`src/rtl/rr_encoder42.sv`:
```
// rr_encoder42: captures up to four sticky request lines and issues each pending
// request as a 2-bit code {a,b} through a registered valid/ready slot, round-robin.
module rr_encoder42 #(
    parameter int CNT_W = 8
) (
    input  logic             clk,
    input  logic             rst_n,
    input  logic             en,
    input  logic [3:0]       req,
    input  logic             out_ready,
    output logic             out_valid,
    output logic             a,
    output logic             b,
    output logic             busy,
    output logic [CNT_W-1:0] merge_cnt
);
    localparam int SUM_W = CNT_W + 3;
    localparam logic [SUM_W-1:0] CNT_MAX = SUM_W'({CNT_W{1'b1}});

    logic [3:0]       pend_q, pend_d;
    logic [1:0]       ptr_q, ptr_d;
    logic             valid_q, valid_d;
    logic [1:0]       code_q, code_d;
    logic [CNT_W-1:0] cnt_q, cnt_d;

    logic             slot_free;
    logic             have_sel;
    logic             load;
    logic [1:0]       sel;
    logic [3:0]       set_v, clr_v, merge_v;
    logic [2:0]       merge_n;
    logic [SUM_W-1:0] cnt_sum;

    assign slot_free = !valid_q || out_ready;
    assign have_sel  = |pend_q;
    assign load      = have_sel && slot_free;

    // Scan from the farthest offset down so the pending bit closest to ptr wins.
    // NOTE: every signal written in an always_comb gets a default first, so no path infers a latch.
    always_comb begin
        sel = ptr_q;
        for (int i = 3; i >= 0; i--) begin
            if (pend_q[ptr_q + 2'(i)]) sel = ptr_q + 2'(i);
        end
    end

    always_comb begin
        set_v   = en ? req : 4'b0000;
        clr_v   = load ? (4'b0001 << sel) : 4'b0000;
        merge_v = set_v & pend_q & ~clr_v;
        merge_n = 3'(merge_v[0]) + 3'(merge_v[1]) + 3'(merge_v[2]) + 3'(merge_v[3]);
        cnt_sum = SUM_W'(cnt_q) + SUM_W'(merge_n);
        cnt_d   = (cnt_sum > CNT_MAX) ? CNT_MAX[CNT_W-1:0] : cnt_sum[CNT_W-1:0];
        // Set is applied after clear so a same-cycle re-request keeps the bit pending.
        pend_d  = (pend_q & ~clr_v) | set_v;

        ptr_d   = ptr_q;
        valid_d = valid_q;
        code_d  = code_q;
        if (load) begin
            code_d  = sel;
            valid_d = 1'b1;
            ptr_d   = sel + 2'd1;
        end else if (slot_free) begin
            valid_d = 1'b0;
        end
    end

    // NOTE: state registers use non-blocking assignments so every flop sees pre-edge values.
    always_ff @(posedge clk) begin
        if (!rst_n) begin
            pend_q  <= 4'b0000;
            ptr_q   <= 2'd0;
            valid_q <= 1'b0;
            code_q  <= 2'd0;
            cnt_q   <= '0;
        end else begin
            pend_q  <= pend_d;
            ptr_q   <= ptr_d;
            valid_q <= valid_d;
            code_q  <= code_d;
            cnt_q   <= cnt_d;
        end
    end

    assign out_valid = valid_q;
    assign a         = code_q[1];
    assign b         = code_q[0];
    assign busy      = (|pend_q) || valid_q;
    assign merge_cnt = cnt_q;

endmodule

```
`config.mk`:
```
export PLATFORM = sky130hd
export DESIGN_NAME = rr_encoder42
export DESIGN_NICKNAME = d
export VERILOG_FILES = /design/src/rtl/rr_encoder42.sv
export SDC_FILE = /design/constraint.sdc
export NUM_CORES = 1
export LEC_CHECK = 0
export CORE_UTILIZATION = 35
export CTS_BUF_LIST = sky130_fd_sc_hd__clkbuf_4
export CTS_CLUSTER_DIAMETER = 150
export DETAILED_ROUTE_END_ITERATION = 10
export PLACE_DENSITY_LB_ADDON = 0.3
export REMOVE_ABC_BUFFERS = 1
export SYNTH_ARGS = -nofsm -noshare
export SYNTH_HDL_FRONTEND = slang
export SYNTH_SLANG_ARGS = --single-unit
```
`constraint.sdc`:
```
create_clock -name clk -period 3.3 [get_ports clk]
set_input_delay 0.99 -clock clk [delete_from_list [all_inputs] [get_ports clk]]
set_output_delay 0.99 -clock clk [all_outputs]
set_load 0.03 [all_outputs]
```
Yosys cells after proc, flatten, opt, wreduce, memory -nomap -nowiden:

Index checks and enable logic that the tools add are counted.

* register bits after elaboration: 17
* bits in latches: 0
* RAM bits: 0
* ROM bits: 0
* word-level logic and storage cells: 47
* memories: 0

* add/sub/neg operators: 8
* $mul: 0
* divide/modulo/power cells: 0
* $lt $le $gt $ge: 5
* equality and inequality tests: 0
* shift-type cells: 1
* multiplexer cells: 17
* bitwise logic cells: 5
* reductions and logical operators: 6

Operators with widths (number)
* $and 4x4->4: 3
* $lt 2x3->1 const B: 4
* $add 8x3->9: 1
* $gt 9x8->1 const B: 1
* $bmux 1 s2: 4
* $mux 2: 4
* $mux 4: 2
* $mux 8: 1
* $mux 1: 6
* $add 2x1->2 const B: 2
* $add 2x2->2 const B: 2
* $not 4->4: 1
* $or 4x4->4: 1
* $reduce_or 4->1: 1
* $shl 1x2->4 const A: 1
* $add 2x1->3: 1
* $add 3x1->3: 1
* $add 1x1->2: 1
* $logic_or 1x1->1: 2
* $reduce_bool 2->1: 1
* $logic_and 1x1->1: 1
* $logic_not 1->1: 1

Logic depth before layout (Yosys ltp):

Gate-level depths: netlist of run 1.

* word-level depth: 17
* depth in mapped cells: 15
* depth with buffers taken out: 15

Least setup slack after synthesis of run 1:

Ideal clock, no wire load.

* kind: reg-to-reg
* from: register pend_q[3]
* to: register cnt_q[0] (netlist: merge_cnt[0])
* library setup time: 0.076 ns
* arrival: 3.589 ns
* required time: 3.224 ns
* path slack: -0.365 ns
* stages on the path, launching flop included: 15
* clock period less this slack: 3.665 ns
* cells stage by stage: dfxtp_1 and3b_2 a2111oi_0 nor2_1 ha_1 a21bo_2 or2_2 fa_1 fa_1 inv_1 fa_1 and3_1 and3_1 nand3_1 a21boi_0

* cells in the longest elaborated chain, start to end: 16
* elaborated cells between the ends (all ways): 25

Ends and longest elaborated chain
* start: declaration: line 20 `logic [3:0] pend_q, pend_d;`
* start signal: assignment: line 78 `pend_q <= pend_d;`
* $bmux 1 s2: line 43 `if (pend_q[ptr_q + 2'(i)]) sel = ptr_q + 2'(i);`
* $mux 1 (not written as such): line 43
* $mux 2 (4 in a row): line 43
* $shl 1x2->4: line 49 `clr_v = load ? (4'b0001 << sel) : 4'b0000;`
* $mux 4: line 49
* $not 4->4: line 50 `merge_v = set_v & pend_q & ~clr_v;`
* $and 4x4->4 *: line 50
* $add 1x1->2: line 51 `merge_n = 3'(merge_v[0]) + 3'(merge_v[1]) + 3'(merge_v[2]) + 3'(merge_v[3]);`
* $add 2x1->3: line 51
* $add 3x1->3 *: line 51
* $add 8x3->9 *: line 52 `cnt_sum = SUM_W'(cnt_q) + SUM_W'(merge_n);`
* $gt 9x8->1: line 53 `cnt_d = (cnt_sum > CNT_MAX) ? CNT_MAX[CNT_W-1:0] : cnt_sum[CNT_W-1:0];`
* $mux 8 *: line 53
* end signal: assignment: line 82 `cnt_q <= cnt_d;`
* end: declaration: line 24 `logic [CNT_W-1:0] cnt_q, cnt_d;`

Every way passes the cells marked *; elsewhere a longest branch is shown, timed or not. The select of a mux whose other input is x is not followed.
A chain may end at the register's enable or synchronous reset.

Final worst setup path of run 1:

* from: register ptr_q[1]
* to: register cnt_q[3] (netlist: merge_cnt[3])

* cells in the longest elaborated chain, start to end: 17
* elaborated cells between the ends (all ways): 25

Ends and longest elaborated chain
* start: declaration: line 21 `logic [1:0] ptr_q, ptr_d;`
* start signal: assignment: line 79 `ptr_q <= ptr_d;`
* $add 2x2->2: line 43
* $bmux 1 s2: line 43
* $mux 1 (not written as such): line 43
* $mux 2 (3 in a row): line 43
* $mux 2 *: line 43
* net sel[1]: line 29 `logic [1:0] sel;`
* $shl 1x2->4 *: line 49
* $mux 4 *: line 49
* $not 4->4 *: line 50
* $and 4x4->4 *: line 50
* $add 1x1->2: line 51
* $add 2x1->3: line 51
* $add 3x1->3 *: line 51
* $add 8x3->9 *: line 52
* $gt 9x8->1: line 53
* $mux 8 *: line 53

Mark *: on every way through the listed nets, which the timed path passes. The rest lies on a longest branch. The select of a mux whose other input is x is not followed.

==> results of run 1 <==
==> path summary, 6_finish.rpt <==
kind / startpoint / endpoint / slack [ns] / cells past startpoint
setup / recovery: ptr_q[1] / merge_cnt[3] / -0.1 / 17
hold / removal: code_q[0] / code_q[0] / 0.51 / 2
setup reg to reg: ptr_q[1] / merge_cnt[3] / -0.1 / 17
hold reg to reg: code_q[0] / code_q[0] / 0.51 / 2
==> registers in the layout (all words and copies together) (netlist names) <==
register and cells:
pend_q 4, out_valid 1, ptr_q 2, code_q 2, merge_cnt 8
==> power by group <==
part | switching, W | internal, W
registers | 0.0000152 | 0.000225
logic | 0.000128 | 0.000138
clock network | 0.0000672 | 0.0000553
total | 0.000210 | 0.000418
==> final cells by class <==
| class | count | area, sq um | area share, % |
|---|---|---|---|
| Clock buffer | 4 | 30.0 | 2.03 |
| Inverter | 9 | 36.3 | 2.45 |
| Multi-Input combinational cell | 76 | 683 | 46.1 |
| Sequential cell | 17 | 345 | 23.3 |
| Tap cell | 30 | 37.5 | 2.53 |
| Timing Repair Buffer | 39 | 350 | 23.6 |
==> worst reg2reg max path, stage by stage, from the launching register on <==
cell	delay, ns
dfxtp_2	0.35
buf_6	0.12
nor3_4	0.23
a2111oi_4	0.06
nor2_2	0.14
buf_6	0.12
inv_4	0.04
ha_4	0.14
a21bo_1	0.17
or2_1	0.23
fa_1	0.47
fa_2	0.36
inv_2	0.07
fa_2	0.20
and3_4	0.18
and3_4	0.21
nand3_4	0.10
a21boi_1	0.15
==> kinds of logic (layout without fill, tap and decap cells) <==
logic type	count (synthesis)	after routing	share of synthesized area, %
compound gates	32	32	24.0
mux	1	1	1.04
fa+ha+maj	8	8	12.7
simple gates	33	33	20.2
flops	17	17	35.2
buf+inv	11	52	5.05
xor+xnor	2	2	1.81
==> layout by cell type, fill, tap and decap left out, drive strengths merged, types with 4 or more instances in the layout <==
cell type and count:
clkdlybuf4s50 18, inv 9, clkbuf 4, nand2 8
a21bo 4, and3 4, a21boi 9, a21oi 6
ha 5, or2 4, buf 20, dfxtp 17
o21ai 5
==> metrics by stage <==
stage                     cells  utilization (%)
after floorplan             102                -
after global placement      168             51.3
after detailed placement    168             51.3
after CTS                   174             56.7
after global routing        175             58.3
final                       175             58.3
==> metal layers <==
metal,vias up,global-route usage [%]
met3,5,3.61
li1,447,-
met2,17,31.9
met4,0,7.69
met1,421,21.1
met5,-,0
==> timing repair <==
action	4_1_cts	5_1_grt
endpoints found under the setup margin	8	9
hold endpoints to repair	0	0
gates resized for setup	34	5
pin swaps	10	2
setup buffers	2	1
==> qor.txt, run 1 <==
Setup Viol. Count Final: 7
number of synthesized flops with an enable pin: 0
worst vdd ir: 0.000248 V
startpoint types: flip-flop
Max transition margin: 64.4%
YS warnings: 0
max-slew violation count: 0
DR top layer: met4
Std-Cell Rows: 18
Crit-path slowest cell: fa_1
failing checks: setup timing
DRT Pass-1 Iters: 4
most instantiated library cell after synthesis: dfxtp_1
Syn-to-layout area delta: 53.5%
WP data required: 3.53 ns
CTS tree: yes
Core Area: 2540 sq um
met3 WL: 59 um
Die H: 54.5 um
max incr delay on CP: 0.47 ns
fillcell total: 231
hold-fix buffer count after cts: 0
Crit path arrival time: 3.63 ns
register area share after synthesis: 35.2%
flops & latches, synth: 17
largest cells by area after synthesis: dfxtp_1 35%, ha_1 6.5%, fa_1 6.2%
io pins: 20
RSZ-0062 raised after global routing: yes
# nets final: 162
leading area contributor after synthesis: dfxtp_1
Pleak: 0.638 nW
final hold violations: 0
vias per inst: 5.09
TNS Setup: -0.455 ns
initial antenna violation count: 0
most frequent cells after synthesis: 17 x dfxtp_1, 9 x inv_1, 8 x a21boi_0, 8 x nand2_1
Top FF cell, synth: dfxtp_1
die width: 54.5 um
Async SR Flop Fraction: 0%
synthesized area: 966 sq um
Post-Syn Instances: 104
Setup CP Type: flip-flop to flip-flop
status: finished with violations
Avg WL per Cell: 13.7 um
total of max-cap violations: 0
Max Clock Skew: 0.00112 ns
share of cells above drive strength 1: 35.2%
type of the worst min-delay path: flip-flop to flip-flop
syn_area_per_cell: 9.29 sq um
pwr dens: 424 nW/um^2
Synth cell types: 39
DP Area: 1310 sq um
vias in the first global route: 863
Worst Tran Pin Value: 0.532 ns
first-pass GRT wire length: 3710 um
Worst-path clk slew: 0.10 ns
Root Buffer Master: clkbuf_4
pre-CTS WS: -0.749 ns
Critical path buffers and inverters: 4
hold slack: 0.508 ns
HPWL Detailed: 1590 um
H-tree depth: 1
Final Wtd Congestion: 0.790
number of CTS-inserted buffers: 3
Critical Path End Type: flip-flop
Power, Total: 0.000628 W
gr ovfl total: 0
Post-Route WL: 2390 um
via count: 890
IO Port Bufs: 19
clock sinks: 17
post-route cell area: 1480 sq um
Tmin final: 3.40 ns
starting DRC count in detailed routing: 9
crit share post-route: 103%
kind of cell adding the most delay to the critical path: adder cells
largest net degree at the start of global routing: 19
Antenna Cells: 0
highest clock rate: 294 MHz
GRT Util Overall: 18.1%
worst skew pair latency: 0.29 ns
metal2 WL: 1260 um
setup ws final: -0.0975 ns
clk buf depth: 2
met1 WL: 1040 um
Die Area: 2970 sq um
Final ANT Viol Nets: 0
Worst Path Max Fanout: 4
detailed-route DRC error count: 0
crit-path cells: buf_6, nor3_4, a2111oi_4, nor2_2, buf_6, inv_4, ha_4, a21bo_1, or2_1, fa_1, fa_2, inv_2, fa_2, and3_4, and3_4, nand3_4, a21boi_1
Yosys top cell area share: 35.2%
Starting Density: 38.0%
Power figures use the tool's default switching activity.
==> inputs of run 2 (changes only) <==
Settings changed: CAP_MARGIN set to 20.
==> results of run 2 <==
The final DEF is identical to that of run 1; final timing and power are the same.
==> inputs of run 3 (changes only) <==
Settings changed: CORE_UTILIZATION 35 to 39.
==> run 3 against run 2 <==
Compared with the run above: the run still ends with setup timing left; clock power barely moved; power rose by 1.6%; utilization rose by 9.6 points; largest power group unchanged.
==> qor.txt, run 3 (synthesis gave the netlist of run 1 again) <==
Crit path arrival time: 3.65 ns (+0.02 ns)
Final Wtd Congestion: 0.803 (+1.6%)
highest clock rate: 290 MHz (-1.6%)
vias in the first global route: 942 (+9.2%)
hold-fix buffer count after cts: 0 (unchanged)
via count: 911 (+2.4%)
vias per inst: 5.12 (+0.63%)
Final ANT Viol Nets: 0 (unchanged)
Setup Viol. Count Final: 8 (+1)
clk buf depth: 2 (unchanged)
DP Cell Count: 165 (-1.8%)
Worst Path Max Fanout: 4 (unchanged)
Tmin final: 3.45 ns (+0.0566 ns)
final hold violations: 0 (unchanged)
Std-Cell Rows: 17 (-1)
register area: 345 sq um (unchanged)
Critical Path End Type: flip-flop
fin cells: 178 (+1.7%)
share of cells above drive strength 1: 38.7% (+3.5 points)
combinational share of power: 42.7% (+0.4 points)
Die Area: 2680 sq um (-9.9%)
fillcell total: 180 (-22%)
status: finished with violations
first-pass GRT wire length: 3970 um (+7.1%)
setup ws final: -0.154 ns (-0.0566 ns)
Syn-to-layout area delta: 60.0%
detailed-route DRC error count: 0 (unchanged)
Setup CP Type: flip-flop to flip-flop
Post-Route WL: 2430 um (+1.7%)
pwr dens: 413 nW/um^2 (-2.5%)
Core Area: 2280 sq um (-11%)
WP data required: 3.49 ns (-0.04 ns)
worst skew pair latency: 0.29 ns (about the same)
DRT Pass-1 Iters: 4 (unchanged)
failing checks: setup timing
die width: 51.8 um (-5.1%)
largest net degree at the start of global routing: 19 (unchanged)
TNS Setup: -1.00 ns (-0.547 ns)
Antenna Cells: 0 (unchanged)
Starting Density: 42.4% (+4.5 points)
Int Power: 0.000428 W (+2.2%)
crit share post-route: 105% (+1.7 points)
number of CTS-inserted buffers: 3 (unchanged)
Avg WL per Cell: 13.7 um (about the same)
Worst Tran Pin Value: 0.519 ns (-0.0137 ns)
total of max-cap violations: 0 (unchanged)
max-slew violation count: 0 (unchanged)
most common cell after layout, fill and taps aside: buf_4
clock sinks: 17 (unchanged)
Worst-path clk slew: 0.11 ns (about the same)
switching pwr: 0.000211 W (+0.21%)
RSZ-0062 raised after global routing: yes
H-tree depth: 1 (unchanged)
io pins: 20 (unchanged)
worst vdd ir: 0.000239 V (-3.4%)
max reg flops: 8 (unchanged)
Root Buffer Master: clkbuf_4
HPWL Detailed: 1640 um (+3.3%)
Clk network pwr share: 19.1% (-0.4 points)
starting DRC count in detailed routing: 15 (+6)
Pleak: 0.671 nW (+5.2%)
Net Sw Frac: 33.0% (-0.45 points)
# nets final: 167 (+3.1%)
Die H: 51.8 um (-5.1%)
Max Clock Skew: 0.00552 ns (+0.00440 ns)
sequential power share: 38.2% (about the same)
most frequent cells in the layout: 21 x buf_4, 18 x clkdlybuf4s50_1, 13 x dfxtp_1
initial antenna violation count: 0 (unchanged)
GRT Util Overall: 20.1% (+1.9 points)
hold slack: 0.471 ns (-0.0365 ns)
footprint of the multi-input gates: 707 sq um (+3.5%)
gr ovfl total: 0 (unchanged)
Max transition margin: 65.3% (+0.91 points)
CTS tree: yes
IO Port Bufs: 19 (unchanged)
type of the worst min-delay path: flip-flop to flip-flop
startpoint types: flip-flop
==> run 3: cell count changes in the layout (fill, tap and decap cells not counted), sizes merged <==
cell / change
buf: +5
==> run 3: power by group through the flow <==
stage	Sequential (W)	Clock (W)	Combinational, W
final	0.000244	0.000122	0.000272
after global routing	0.000247	0.000136	0.000292
after CTS	0.000242	0.000123	0.000247
after detailed placement	0.000243	0	0.000198
after global placement	0.000242	0	0.000195
after floorplan	0.000260	0	0.0000822
==> run 3: metal layers <==
metal	part of all wire, %	global-route usage [%]	vias to the layer above
met5	0	0	-
met2	57	39.0	15
met3	2.2	2.05	2
li1	-	-	457
met1	40	22.3	437
met4	0.58	6.76	0
==> run 3: cell type report <==
cell class	instances	area share, %
Multi-Input combinational cell	76	45.7
Sequential cell	17	22.3
Clock buffer	4	1.94
Tap cell	28	2.27
Inverter	9	2.35
Timing Repair Buffer	44	25.3
==> run 3: worst paths after layout <==
kind | startpoint | endpoint | slack [ns] | cells past startpoint
setup reg to reg | pend_q[3] | merge_cnt[6] | -0.15 | 14
hold reg to reg | code_q[0] | code_q[0] | 0.47 | 2
hold / removal | code_q[0] | code_q[0] | 0.47 | 2
setup / recovery | pend_q[3] | merge_cnt[6] | -0.15 | 14
==> run 3: repair_timing <==
item | 4_1_cts | 5_1_grt
buffers inserted | 6 | 3
gates resized for setup | 33 | 12
setup endpoints to repair | 8 | 9
pin swaps | 13 | 9
==> run 3: per-stage QoR <==
stage / setup slack, ns / cell area, sq um / util (%) / total power, W
finish: -0.154 / 1550 / 67.9 / 0.000638
detailed placement: -0.772 / 1300 / 57.0 / 0.000441
global route: -0.290 / 1550 / 67.9 / 0.000675
floorplan: -0.365 / 951 / - / 0.000342
CTS: -0.141 / 1480 / 64.8 / 0.000612
global placement: -0.699 / 1300 / 57.0 / 0.000437
==> run 3: critical path, cell delays in order (launching register included) <==
cell       delay, ns
dfxtp_2         0.37
and3b_2         0.22
a2111oi_4       0.27
nor2_2          0.10
ha_2            0.18
a21bo_2         0.22
or2_4           0.23
fa_1            0.49
fa_2            0.39
inv_2           0.07
fa_2            0.21
and3_4          0.18
and3_4          0.21
nand3b_1        0.09
o211a_1         0.13
